===== src/rtl/shot_display.sv =====
// Display, buzzer-stretch and scoreboard tally stage fed by the shot-clock counter.
// Every output is a register; inputs are resampled and edge-detected locally.
module shot_display #(
    parameter int BUZZ_CYCLES    = 8,
    parameter int BLINK_HALF     = 4,
    parameter bit SEG_ACTIVE_LOW = 1'b1
) (
    input  logic       clk,
    input  logic       nrst,
    input  logic [3:0] count,
    input  logic       shoot,
    input  logic       buzz,
    output logic [6:0] seg_tens,
    output logic [6:0] seg_ones,
    output logic       buzzer,
    output logic [7:0] shot_tally,
    output logic [3:0] viol_count
);

    typedef enum logic [1:0] {RUN, ALARM, HOLD} state_t;

    localparam int TW = (BUZZ_CYCLES > 2) ? $clog2(BUZZ_CYCLES) : 1;
    localparam int BW = (BLINK_HALF > 2) ? $clog2(BLINK_HALF) : 1;
    localparam logic [TW-1:0] TIMER_LOAD = TW'(BUZZ_CYCLES - 1);
    localparam logic [BW-1:0] BLINK_LOAD = BW'(BLINK_HALF - 1);
    localparam logic [6:0]    SEG_BLANK  = SEG_ACTIVE_LOW ? 7'h7F : 7'h00;

    function automatic logic [6:0] decode(input logic [3:0] digit);
        logic [6:0] segs;
        case (digit)
            4'd0:    segs = 7'h3F;
            4'd1:    segs = 7'h06;
            4'd2:    segs = 7'h5B;
            4'd3:    segs = 7'h4F;
            4'd4:    segs = 7'h66;
            4'd5:    segs = 7'h6D;
            4'd6:    segs = 7'h7D;
            4'd7:    segs = 7'h07;
            4'd8:    segs = 7'h7F;
            4'd9:    segs = 7'h6F;
            default: segs = 7'h00;
        endcase
        return SEG_ACTIVE_LOW ? ~segs : segs;
    endfunction

    state_t           r_state;
    logic [3:0]       r_countQ;
    logic             r_shootQ;
    logic             r_shootQQ;
    logic             r_buzzQ;
    logic             r_buzzQQ;
    logic [TW-1:0]    r_timer;
    logic [BW-1:0]    r_blinkCnt;
    logic             r_blinkOn;
    logic [6:0]       r_segTens;
    logic [6:0]       r_segOnes;
    logic             r_buzzer;
    logic [7:0]       r_shotTally;
    logic [3:0]       r_violCount;

    logic             w_riseShoot;
    logic             w_riseBuzz;
    logic             w_acceptViol;
    logic [3:0]       w_onesVal;
    logic [6:0]       w_tensSeg;
    logic [6:0]       w_onesSeg;

    assign w_riseShoot  = r_shootQ & ~r_shootQQ;
    assign w_riseBuzz   = r_buzzQ & ~r_buzzQQ;
    assign w_acceptViol = w_riseBuzz && (r_state != ALARM);

    // Count never exceeds 15, so the tens digit is either blank or "1".
    assign w_onesVal = (r_countQ >= 4'd10) ? (r_countQ - 4'd10) : r_countQ;
    assign w_tensSeg = (r_countQ >= 4'd10) ? decode(4'd1) : SEG_BLANK;
    assign w_onesSeg = decode(w_onesVal);

    always_ff @(posedge clk or negedge nrst) begin
        if (!nrst) begin
            r_countQ  <= '0;
            r_shootQ  <= 1'b0;
            r_shootQQ <= 1'b0;
            r_buzzQ   <= 1'b0;
            r_buzzQQ  <= 1'b0;
        end else begin
            r_countQ  <= count;
            r_shootQ  <= shoot;
            r_shootQQ <= r_shootQ;
            r_buzzQ   <= buzz;
            r_buzzQQ  <= r_buzzQ;
        end
    end

    always_ff @(posedge clk or negedge nrst) begin
        if (!nrst) begin
            r_shotTally <= '0;
            r_violCount <= '0;
        end else begin
            if (w_riseShoot && (r_shotTally != 8'hFF))
                r_shotTally <= r_shotTally + 8'd1;
            if (w_acceptViol && (r_violCount != 4'hF))
                r_violCount <= r_violCount + 4'd1;
        end
    end

    // Segment and buzzer registers are loaded from the state held before each edge.
    always_ff @(posedge clk or negedge nrst) begin
        if (!nrst) begin
            r_state    <= RUN;
            r_timer    <= '0;
            r_blinkCnt <= '0;
            r_blinkOn  <= 1'b0;
            r_segTens  <= SEG_BLANK;
            r_segOnes  <= SEG_BLANK;
            r_buzzer   <= 1'b0;
        end else begin
            case (r_state)
                RUN: begin
                    r_segTens <= w_tensSeg;
                    r_segOnes <= w_onesSeg;
                    r_buzzer  <= 1'b0;
                    if (w_riseBuzz) begin
                        r_state    <= ALARM;
                        r_buzzer   <= 1'b1;
                        r_timer    <= TIMER_LOAD;
                        r_blinkCnt <= BLINK_LOAD;
                        r_blinkOn  <= 1'b1;
                    end
                end
                ALARM: begin
                    if (r_timer == '0) begin
                        r_state   <= HOLD;
                        r_buzzer  <= 1'b0;
                        r_segTens <= w_tensSeg;
                        r_segOnes <= w_onesSeg;
                    end else begin
                        r_timer <= r_timer - TW'(1);
                        if (r_blinkCnt == '0) begin
                            r_blinkCnt <= BLINK_LOAD;
                            r_blinkOn  <= ~r_blinkOn;
                            r_segTens  <= r_blinkOn ? SEG_BLANK : w_tensSeg;
                            r_segOnes  <= r_blinkOn ? SEG_BLANK : w_onesSeg;
                        end else begin
                            r_blinkCnt <= r_blinkCnt - BW'(1);
                            r_segTens  <= r_blinkOn ? w_tensSeg : SEG_BLANK;
                            r_segOnes  <= r_blinkOn ? w_onesSeg : SEG_BLANK;
                        end
                    end
                end
                HOLD: begin
                    r_segTens <= SEG_BLANK;
                    r_segOnes <= w_onesSeg;
                    r_buzzer  <= 1'b0;
                    if (w_riseBuzz) begin
                        r_state    <= ALARM;
                        r_buzzer   <= 1'b1;
                        r_timer    <= TIMER_LOAD;
                        r_blinkCnt <= BLINK_LOAD;
                        r_blinkOn  <= 1'b1;
                    end else if (r_countQ != 4'd0) begin
                        r_state <= RUN;
                    end
                end
                default: begin
                    r_state  <= RUN;
                    r_buzzer <= 1'b0;
                end
            endcase
        end
    end

    assign seg_tens   = r_segTens;
    assign seg_ones   = r_segOnes;
    assign buzzer     = r_buzzer;
    assign shot_tally = r_shotTally;
    assign viol_count = r_violCount;

endmodule

===== config.mk =====
export PLATFORM = sky130hd
export DESIGN_NAME = shot_display
export DESIGN_NICKNAME = d
export VERILOG_FILES = /design/src/rtl/shot_display.sv
export SDC_FILE = /design/constraint.sdc
export NUM_CORES = 1
export LEC_CHECK = 0
export CAP_MARGIN = 20
export CORE_MARGIN = 1.5
export CORE_UTILIZATION = 31
export CTS_CLUSTER_DIAMETER = 50
export CTS_CLUSTER_SIZE = 24
export DETAILED_ROUTE_END_ITERATION = 7
export PLACE_DENSITY = 0.54
export SLEW_MARGIN = 25
export SYNTH_ARGS = -nofsm -noshare
export SYNTH_HDL_FRONTEND = slang
export SYNTH_SLANG_ARGS = --single-unit

===== constraint.sdc =====
create_clock -name clk -period 2.2 [get_ports clk]
set_input_delay 0.22 -clock clk [delete_from_list [all_inputs] [get_ports clk]]
set_output_delay 0.22 -clock clk [all_outputs]
set_load 0.01 [all_outputs]

### Word-level counts from Yosys, hierarchy flattened

Memory sizes are Yosys's and may differ from the RTL's.
Cells that the tools add are included.

* add/sub/neg operators: 5
* magnitude comparators: 1
* eq/ne operators: 11
* muxes and demuxes: 31
* bitwise logic cells: 6
* reduce and logical (&&, ||, !) cells: 13

Operators with widths (number)
* $mux 7: 4
* $mux 3: 7
* $pmux 7 s3: 1
* $mux 2: 7
* $pmux 7 s2: 1
* $add 8x1->8 const B: 1
* $ne 2x2->1 const B: 4
* $ne 8x8->1 const B: 1
* $not 7->7: 1
* $pmux 2 s3: 1
* $pmux 3 s2: 1
* $reduce_and 3->1: 2
* $mux 1: 5
* $add 4x1->4 const B: 1
* $ge 4x4->1 const B: 1
* $logic_not 2->1: 2
* $mux 4: 1
* $ne 2x1->1 const B: 2
* $ne 4x4->1 const B: 1
* $pmux 1 s2: 2
* $pmux 2 s2: 1
* $reduce_and 4->1: 1
* $reduce_bool 4->1: 1
* $sub 4x4->4 const B: 1
* other kinds (12): 17

* bits in registers: 43
* ROM bits: 112
* output and inout bits: 27
* memories kept: 1

Memories
* (no name shown): words 16, width 7, rd ports 1, clocked after memory_dff 0, write ports 0, line 30 `case (digit)`

### Depth between registers and ports, before layout

Gate-level depths: netlist (run 1).
An unclocked memory read counts as a cell.

* depth after elaboration: 8
* depth in mapped cells: 9
* gate-level depth less buffers: 8

### Worst setup path before layout (run 1)

No wires, ideal clock.

* path kind: register to register
* start point: reg r_state[0]
* end point: reg r_blinkCnt[0]
* arrival: 1436 ps
* data required time: 2062 ps
* setup slack: 626 ps
* stages on the path, launching flop included: 6
* period minus slack after synthesis: 1574 ps
* path through: dfrtp_1 -> inv_1 -> ha_1 -> or2_4 -> a211oi_1 -> a31oi_1

* cells in the longest elaborated chain, start to end: 4
* elaborated cells on any way between the ends: 9
* classes of those cells: eq/ne (4); mux (1); reduce/logical (4)

RTL lines
* from (decl): line 46 `state_t r_state;`
* from (signal assigned): line 108 `r_state <= RUN;`
* from (signal assigned): line 122 `r_state <= ALARM;`
* from (signal assigned): line 131 `r_state <= HOLD;`
* $eq 2x2->1 or $logic_not 2->1 (tied branches): line 116 `case (r_state)`
* $reduce_or 2->1 (no source line)
* $ne 2x1->1 (no source line) or $reduce_bool 2->1 (tied branches)
* $reduce_and 3->1 (no source line)
* to (signal assigned): line 143 `r_blinkCnt <= r_blinkCnt - BW'(1);`
* to (decl): line 53 `logic [BW-1:0] r_blinkCnt;`

Several ways; a longest one is shown, not always the timed one.
A chain may end at the register's enable or synchronous reset.

### Worst setup path after layout (run 1)

* start point: reg r_countQ[1]
* end point: reg r_segOnes[3], in the netlist seg_ones[3]

* cells in the longest elaborated chain, start to end: 8
* elaborated cells on any way between the ends: 10
* classes of those cells: add/sub (1); order compare (1); mux (6); bitwise (1); memory (1)

RTL lines
* from (decl): line 47 `logic [3:0] r_countQ;`
* from (signal assigned): line 85 `r_countQ <= count;`
* $sub 4x4->4 or $ge 4x4->1 (tied branches): line 73 `assign w_onesVal = (r_countQ >= 4'd10) ? (r_countQ - 4'd10) : r_countQ;`
* $mux 4 (*): line 73
* $mem_v2 16x7 (*)
* $not 7->7 (*): line 43 `return SEG_ACTIVE_LOW ? ~segs : segs;`
* $mux 7 (on tied branches): line 145, 141
* $mux 7: line 137 `if (r_blinkCnt == '0) begin`
* $mux 7: line 130 `if (r_timer == '0) begin`
* $pmux 7 s2 (*): line 116
* to (signal assigned): line 119 `r_segOnes <= w_onesSeg;`
* to (signal assigned): line 134 `r_segOnes <= w_onesSeg;`
* to (signal assigned): line 145 `r_segOnes <= r_blinkOn ? w_onesSeg : SEG_BLANK;`
* to (decl): line 56 `logic [6:0] r_segOnes;`

Every way passes the cells marked *; elsewhere a longest branch is shown, timed or not.

==> results of run 1 <==
## per-stage QoR
stage               instances  hold slack, ps
global placement          293             368
CTS                       300            61.3
finish                    300            21.9
global route              300             101
detailed placement        293             363
floorplan                 196           -75.6
## registers in the layout, summed over array words and instances (netlist names)
signal / flops
r_timer: 3
r_blinkOn: 1
seg_ones: 7
r_shootQQ: 1
r_buzzQQ: 1
r_countQ: 4
shot_tally: 8
seg_tens: 1
r_state: 2
r_blinkCnt: 2
r_buzzQ: 1
r_shootQ: 1
buzzer: 1
viol_count: 4
## cells by family (layout without fill, tap and decap cells)
family,Yosys count,count (layout),share of synthesized area [%]
multiplexers,6,6,3.51
adder cells (fa/ha/maj),13,13,8.01
buffers and inverters,26,53,6.10
XOR/XNOR,6,6,2.59
flip-flops,37,37,46.1
AO/OA/AOI/OAI,51,51,18.3
other,1,5,0.185
AND/OR/NAND/NOR,52,52,15.3
## metal layers
metal  global-route usage [%]  routed length (um)  share of wire (%)  vias up
met1                     16.1                1940                 50      700
li1                         -                   -                  -      725
met3                     2.97                 148                3.8        4
met5                        0                   0                  0        -
met4                     4.47                  47                1.2        0
met2                     19.1                1740                 45       33
## where the power goes
group          switching (mW)  internal (mW)
registers               0.205          0.922
logic                   0.499          0.596
clock network           0.233          0.249
total                   0.937           1.77
## placed cells by master, fill, tap and decap left out, types with 2 or more instances in the layout
cell | Yosys | final
dfrtp_1 | 29 | 29
clkdlybuf4s50_1 | 0 | 28
inv_1 | 17 | 17
a21oi_1 | 17 | 17
ha_1 | 13 | 13
nor2_1 | 10 | 10
nand2_1 | 10 | 10
o21ai_0 | 8 | 8
dfstp_2 | 8 | 8
nand3_1 | 6 | 6
clkbuf_8 | 0 | 6
xnor2_1 | 5 | 5
conb_1 | 1 | 5
a2bb2oi_1 | 4 | 4
nor3_1 | 3 | 3
mux2_2 | 3 | 3
nand3b_1 | 2 | 2
o21a_1 | 2 | 2
a21boi_0 | 2 | 2
nor3b_1 | 2 | 2
a31oi_1 | 2 | 2
nor2b_1 | 2 | 2
a211oi_1 | 2 | 2
mux2_1 | 2 | 2
nand2b_1 | 2 | 2
o22a_1 | 2 | 2
## worst min path at each step
| stage | cells after the start | startpoint | slack (ps) | endpoint |
|---|---|---|---|---|
| after floorplan | 0 | nrst | -80 | buzzer |
| after global placement | 0 | r_shootQ | 370 | r_shootQQ |
| after detailed placement | 0 | r_shootQ | 360 | r_shootQQ |
| after CTS | 1 | nrst | 60 | r_state[0] |
| after global routing | 1 | nrst | 100 | shot_tally[3] |
| final | 1 | nrst | 20 | shot_tally[3] |
## critical path, delay by kind of cell, from the launching register on
| kind | cells | cell delay, ps |
|---|---|---|
| flip-flops | 1 | 500 |
| AND/OR/NAND/NOR | 2 | 480 |
| adder cells (fa/ha/maj) | 1 | 370 |
| AO/OA/AOI/OAI | 2 | 270 |
| buffers and inverters | 1 | 120 |
## area by class of cell
| type | count | share of cell area, % |
|---|---|---|
| Sequential cell | 37 | 38.1 |
| Inverter | 17 | 2.60 |
| Clock buffer | 7 | 3.52 |
| Tap cell | 77 | 3.92 |
| Timing Repair Buffer | 29 | 11.6 |
| Multi-Input combinational cell | 133 | 40.2 |
==> results.toml, run 1 <==
[timing]
layout_min_cycle_time_ps = 1810
rsz0062_at_grt = "false"
hold_viol_final = 0
worst_clock_skew_ps = 8.35
relSlewSlack_pct = 46.6
finalSetupViolCount = 0
finalSetupTns_ps = 0
fmax_mhz = 553
drv_slew = 0
finalCritPeriodShare_pct = 82.2
tightest_slew_ps = 801
setup_slack_ps = 392

[synthesis]
synthTopCellsByArea = "dfrtp_1, dfstp_2, ha_1"
syn_inst = 192
synth_most_common_cell = "dfrtp_1"
syn-cell-area_um2 = 2030
ys_seq_elements = 37
yosysWarnings = 0
postSynthAreaPerCell_um2 = 10.6
netlist.area_leader.share_pct = 35.7
synth_area_leader_cell = "dfrtp_1"
ys_top_cells_by_count = "dfrtp_1, a21oi_1, inv_1, ha_1"
seq_area_frac_synth_pct = 46.1
synth-edff-count = 0
ys_types = 55
async_flop_share_pct = 100
ys.flop_type = "dfrtp_1"

[clock_network]
htree_levels = 2
cts_sinks = 37
postCtsHoldBufs = 0
post_cts_buffers = 0
clockBufferDepth = 2
cts-resized-gates = 0
tritoncts = "built"
clkTransAtPathRegs_ps = 70
cts_root_buf = "clkbuf_8"
cts-buffers-inserted = 5
clkLatencyLatePin_ps = 290

[placement]
port_buffers = 29
place.gp.congestion = 0.806
dp_worst_setup_slack_ps = 389
dp_hpwl_mm = 2.81
place_area_um2 = 2370

[floorplanning]
rows = 29
core_area_um2 = 6350
io_pins = 35
die_width_um = 84.0
initial_core_util_pct = 32.0
chipHeight_um = 84.0
die_area_um2 = 7050

[run_status]
outcome = "finished clean"

[routing]
via_count = 1462
wl_per_cell_um = 12.9
drt_iter0_markers = 63
drc = 0
vias_per_cell = 4.87
drt_pre_antenna_iters = 4
ant_nets = 0
wl_mm = 3.87

[power]
powerDensity_nw_per_um2 = 1100
power_mw = 2.70
p_leak_nw = 1.05
max-vdd-ir-drop_v = 0.000624

[worst_setup_path]
r2r-end = "seg_ones[3]"
end_kind = "flip-flop"
r2r_start = "r_countQ[1]"
cp-startpoint = "r_countQ[1]"
worstSetupPathType = "reg -> reg"
crit_chain = "inv_1 -> ha_1 -> and2_1 -> nor3b_1 -> o21ai_0 -> a2bb2oi_1"
cp_max_fo = 10
cp_slowest_cell = "dfrtp_1"
startpoint_type = "flip-flop"
crit_end = "seg_ones[3]"
required_ps = 2410
worstRegToRegCells = 6
cpPeakStageDelay_ps = 500
critPathArrivalTime_ps = 2020
reg2reg_slack_ps = 390

[final_layout]
layout-drive-gt1-share_pct = 13.9
stdcell_area_um2 = 2450
multi_input_area_um2 = 987
n_fill_cell = 626
n_antenna_cell = 0
area_delta_synth_final_pct = 20.8
finish.utilization_pct = 38.7
regArea_um2 = 936
nets = 244

[grt]
grt_antenna_before_repair = 0
grt-ovfl-total = 0
grt_pass1_vias = 1434
grt_max_degree = 38
grt_pass1_wl_mm = 6.77
grt_usage_pct = 12.1

[job]
maxCapViolations = 0

[worst_hold_path]
min_path_type = "in -> async"
Note: power is estimated with default switching activity, not from simulation.
==> run 2: changes to the inputs <==
==> constraint.sdc (replaced) <==
create_clock -name clk -period 1.85 [get_ports clk]
set_input_delay 0.185 -clock clk [delete_from_list [all_inputs] [get_ports clk]]
set_output_delay 0.185 -clock clk [all_outputs]
set_load 0.01 [all_outputs]
==> run 2 against run 1 <==
Non-clock buffer count increased by 7. Sequential power grew 19%. Power up 30%. Flip-flop and latch count unchanged. Wire length shrank 0.18%. Worst setup slack lost 270 ps. Final area up 4.2%. Sequential share of layout area shrank 1.5 points. Clock skew is 3.9 ps lower. Critical path depth did not move. Final cell count up 2.7%.
==> results.toml, run 2 (synthesized netlist as in run 1, its figures left out) <==
[grt]
grt_pass1_vias = 1406
grt_antenna_before_repair = 0
grt-ovfl-total = 0
grt_usage_pct = 11.8
grt_pass1_wl_mm = 6.74
grt_max_degree = 38

[floorplanning]
rows = 29
io_pins = 35
core_area_um2 = 6350
die_width_um = 84.0
initial_core_util_pct = 32.0
chipHeight_um = 84.0
die_area_um2 = 7050

[power]
powerDensity_nw_per_um2 = 1370
max-vdd-ir-drop_v = 0.000718
sequentialPowerShare_pct = 38.2
switching_share_pct = 32.3
p_switching_mw = 1.13
combPwrFrac_pct = 38.3
p_clk_share_pct = 23.5
p_int_mw = 2.37
p_leak_nw = 1.11
power_mw = 3.50

[clock_network]
tritoncts = "built"
clockBufferDepth = 2
cts_sinks = 37
clkLatencyLatePin_ps = 280
post_cts_buffers = 0
cts_root_buf = "clkbuf_8"
cts-buffers-inserted = 5
htree_levels = 2
clkTransAtPathRegs_ps = 80

[final_layout]
nets = 251
stdcell_count = 308
finish.utilization_pct = 40.3
layout_common_cells = "dfrtp_1, clkdlybuf4s50_1, inv_1, a21oi_1, ha_1"
area_delta_synth_final_pct = 25.9
n_antenna_cell = 0
largest_register_ff_count = 8
regArea_um2 = 937
layout-drive-gt1-share_pct = 17.3
n_fill_cell = 632
multi_input_area_um2 = 987

[worst_setup_path]
critPathArrivalTime_ps = 1930
r2r_start = "r_state[0]"
cpPeakStageDelay_ps = 420
end_kind = "flip-flop"
worstSetupPathType = "reg -> reg"
crit_chain = "inv_1 -> ha_1 -> or2_4 -> a221oi_4 -> nor2_1 -> a31oi_1"
startpoint_type = "flip-flop"
cp_slowest_cell = "dfrtp_1"
cp-startpoint = "r_state[0]"
cp_max_fo = 5
required_ps = 2050

[placement]
place.gp.congestion = 0.759
dp_hpwl_mm = 2.84
dp_cells = 299
port_buffers = 29

[worst_hold_path]
min_path_type = "in -> reg"
worstHoldStart = "shoot"

[routing]
ant_nets = 0
drt_pre_antenna_iters = 4
via_count = 1480
wl_mm = 3.87
wl_per_cell_um = 12.5
drc = 0
vias_per_cell = 4.81
drt_iter0_markers = 45

[timing]
finalCritPeriodShare_pct = 93.6
worst_clock_skew_ps = 4.48
fmax_mhz = 577
drv_slew = 0
finalSetupViolCount = 0
hold_viol_final = 0
layout_min_cycle_time_ps = 1730
rsz0062_at_grt = "false"
whs_ps = 334
finalSetupTns_ps = 0

[run_status]
outcome = "finished clean"

[job]
maxCapViolations = 0
[run 2: cell types whose count changed in the layout (fill, tap and decap cells not counted)]
cell and change:
clkbuf_1 -1, clkbuf_8 -1, clkinv_2 +1, bufinv_16 +2
dfrtp_1 -1, dlygate4sd3_1 +1, dfrtp_2 +1, buf_4 +6
[run 2: repair_timing]
item | 4_1_cts | 5_1_grt
setup endpoints to repair | 0 | 2
endpoints found under the hold margin | 29 | 0
resized for setup | 0 | 1
hold buffers | 1 | 0
[run 2: worst max-delay path, delay by kind of cell, from the launching register on]
kind                       cells  cell delay, ps
and+or+nand+nor                2             380
buffers and inverters          1             110
adders and majority gates      1             260
AOI/OAI and AO/OA              2             490
DFF                            1             420
[run 2: power groups by stage]
stage / registers [mW] / clock network (mW) / logic, mW
2_1_floorplan: 1.39 / 0 / 0.745
3_3_place_gp: 1.36 / 0 / 1.35
3_5_place_dp: 1.36 / 0 / 1.36
4_1_cts: 1.35 / 0.841 / 1.36
5_1_grt: 1.39 / 0.894 / 1.49
6_report: 1.34 / 0.823 / 1.34
[run 2: final timing paths]
check	slack, ps	end	depth (start not counted)
setup / recovery	120	r_blinkCnt[0]	6
hold / removal	330	r_shootQ	1
setup reg to reg	120	r_blinkCnt[0]	6
hold reg to reg	380	r_shootQQ	0
max in group asynchronous	1030	seg_tens[1]	3
min in group asynchronous	470	shot_tally[7]	3
[run 2: metrics by stage]
stage | area, um2 | setup slack [ps]
final | 2560 | 118
after global routing | 2560 | 15.8
after CTS | 2560 | 96.6
after detailed placement | 2410 | 103
after global placement | 2410 | 166
after floorplan | 2050 | 276
[run 2: area by class of cell]
cell class | count | share of cell area (%)
Clock buffer | 5 | 2.69
Clock inverter | 3 | 2.54
Inverter | 17 | 2.49
Multi-Input combinational cell | 133 | 38.6
Sequential cell | 37 | 36.6
Tap cell | 77 | 3.77
Timing Repair Buffer | 36 | 13.3
[run 2: per-layer routing]
metal  global-route usage (%)  part of all wire, %  up-vias
met4                     3.58                 0.78        0
met1                     16.4                   50      698
met5                        0                    0        -
met3                     2.08                  3.1        4
li1                         -                    -      751
met2                     18.5                   46       27
==> run 3: changes to the inputs <==
--- a/config.mk
+++ b/config.mk
@@ -7,11 +7,11 @@
 export LEC_CHECK = 0
 export CAP_MARGIN = 20
 export CORE_MARGIN = 1.5
-export CORE_UTILIZATION = 31
+export CORE_UTILIZATION = 52
 export CTS_CLUSTER_DIAMETER = 50
 export CTS_CLUSTER_SIZE = 24
 export DETAILED_ROUTE_END_ITERATION = 7
-export PLACE_DENSITY = 0.54
+export PLACE_DENSITY = 0.81
 export SLEW_MARGIN = 25
 export SYNTH_ARGS = -nofsm -noshare
 export SYNTH_HDL_FRONTEND = slang
==> run 3 against run 2 <==
Hold slack worse by 27 ps. Register-to-register slack hardly changed. Fmax grew 0.54%. Highest routed layer unchanged.
==> results.toml, run 3 (synthesized netlist as in run 1, its figures left out) <==
[routing]
vias_per_cell = 5.39
wl_per_cell_um = 13.9
route.met3.wl_um = 180
wl_mm = 3.85
drc = 0
drt_iter0_markers = 115
wl_met2_mm = 1.87
via_count = 1494
ant_nets = 0
routed.top_layer = "met4"
routedLengthMet1_mm = 1.76
drt_pre_antenna_iters = 4

[final_layout]
layout_common_cells = "clkdlybuf4s50_1, dfrtp_1, inv_1, a21oi_1, ha_1"
nets = 249
n_antenna_cell = 0
regArea_um2 = 937
n_fill_cell = 316
final_common_cell = "clkdlybuf4s50_1"
layout-drive-gt1-share_pct = 16.6
area_delta_synth_final_pct = 22.7
stdcell_area_um2 = 2490
largest_register_ff_count = 8
finish.utilization_pct = 67.1
multi_input_area_um2 = 992

[worst_setup_path]
cp_max_fo = 6
r2r-end = "r_blinkOn"
required_ps = 2020
critPathArrivalTime_ps = 1900
reg2reg_slack_ps = 130
end_kind = "flip-flop"
startpoint_type = "flip-flop"
cp_slowest_cell = "dfrtp_1"
r2r_start = "r_state[1]"
worstRegToRegCells = 6
worstSetupPathType = "reg -> reg"
crit_path_frequent_cell = "inv_1"
cpPeakStageDelay_ps = 440
crit_chain = "inv_1 -> ha_1 -> inv_1 -> a21oi_1 -> a211oi_1 -> mux2_1"

[clock_network]
tritoncts = "built"
cts_root_buf = "clkbuf_8"
cts-buffers-inserted = 5
cts_sinks = 37
post_cts_buffers = 0
clockBufferDepth = 2
clkTransAtPathRegs_ps = 80
clkLatencyLatePin_ps = 290
htree_levels = 2

[placement]
port_buffers = 29
dp_hpwl_mm = 2.72
place_area_um2 = 2370
place.gp.congestion = 0.892
dp_worst_setup_slack_ps = 120

[worst_hold_path]
min_path_type = "in -> async"

[floorplanning]
die_width_um = 65.5
rows = 22
die_area_um2 = 4290
chipHeight_um = 65.5
io_pins = 35
initial_core_util_pct = 54.7
core_area_um2 = 3720

[timing]
worst_clock_skew_ps = 5.05
layout_min_cycle_time_ps = 1720
rsz0062_at_grt = "false"
finalCritPeriodShare_pct = 93.1
fmax_mhz = 581
setup_slack_ps = 128
hold_viol_final = 0
drv_slew = 0
finalSetupTns_ps = 0
finalSetupViolCount = 0

[power]
switching_share_pct = 34.2
powerDensity_nw_per_um2 = 1360
p_switching_mw = 1.16
p_int_mw = 2.23
max-vdd-ir-drop_v = 0.000985
combPwrFrac_pct = 39.9
p_clk_share_pct = 20.5
sequentialPowerShare_pct = 39.6
p_leak_nw = 1.09

[grt]
grt-ovfl-total = 0
grt_antenna_before_repair = 0
grt_usage_pct = 20.0
grt_pass1_wl_mm = 6.62
grt_max_degree = 38
grt_pass1_vias = 1498

[run_status]
outcome = "finished clean"

[job]
maxCapViolations = 0
==> run 3: cell types whose count changed in the layout (fill, tap and decap cells not counted), sizes merged <==
cell | before | now
buf | 7 | 5
bufinv | 2 | 1
clkbuf | 5 | 6
clkdlybuf4s50 | 28 | 29
dlygate4sd3 | 1 | 0
==> run 3: layout make-up <==
| type | count | area share [%] |
|---|---|---|
| flip-flops and latches | 37 | 37.6 |
| clock buffers | 6 | 2.91 |
| inverters | 17 | 2.56 |
| repair buffers | 34 | 13.2 |
| clock inverters | 2 | 1.56 |
| multi-input cells | 133 | 39.8 |
| well taps | 48 | 2.41 |
==> run 3: per-stage QoR <==
stage | cells | hold WS [ps] | total power, mW
finish | 277 | 307 | 3.39
global route | 277 | 330 | 3.64
CTS | 277 | 329 | 3.41
detailed placement | 269 | 391 | 2.70
global placement | 269 | 363 | 2.65
floorplan | 196 | -111 | 2.14
==> run 3: power by group through the flow <==
stage,Sequential [mW],Combinational [mW],Clock (mW)
2_1_floorplan,1.39,0.745,0
3_3_place_gp,1.34,1.31,0
3_5_place_dp,1.36,1.34,0
4_1_cts,1.35,1.36,0.704
5_1_grt,1.38,1.51,0.742
6_report,1.34,1.35,0.697
==> run 3: layer usage <==
metal  GRT usage, %  vias up
met5              0        -
met4           5.21        0
met3           5.65        6
met2           33.2       36
met1           25.8      712
li1               -      740
==> run 3: worst max path at each step <==
stage,start,to,depth (start not counted)
after floorplan,r_state[0],r_blinkCnt[0],5
after global placement,r_countQ[2],seg_ones[6],6
after detailed placement,r_state[0],r_blinkCnt[0],5
after CTS,r_state[0],r_timer[1],5
after global routing,r_state[0],r_blinkCnt[0],6
final,r_state[1],r_blinkOn,6
==> run 3: worst max-delay path, delay by kind of cell (launching register included) <==
family	cells	cell delay [ps]
multiplexers	1	350
adder cells (fa/ha/maj)	1	310
AO/OA/AOI/OAI	2	310
buffers and inverters	2	210
flip-flops	1	440
==> run 3: timing repair <==
| item | in CTS | in global routing |
|---|---|---|
| resized for setup | 0 | 2 |
| setup endpoints to repair | 0 | 6 |
| hold endpoints to repair | 0 | 0 |
| hold buffers | 0 | 0 |
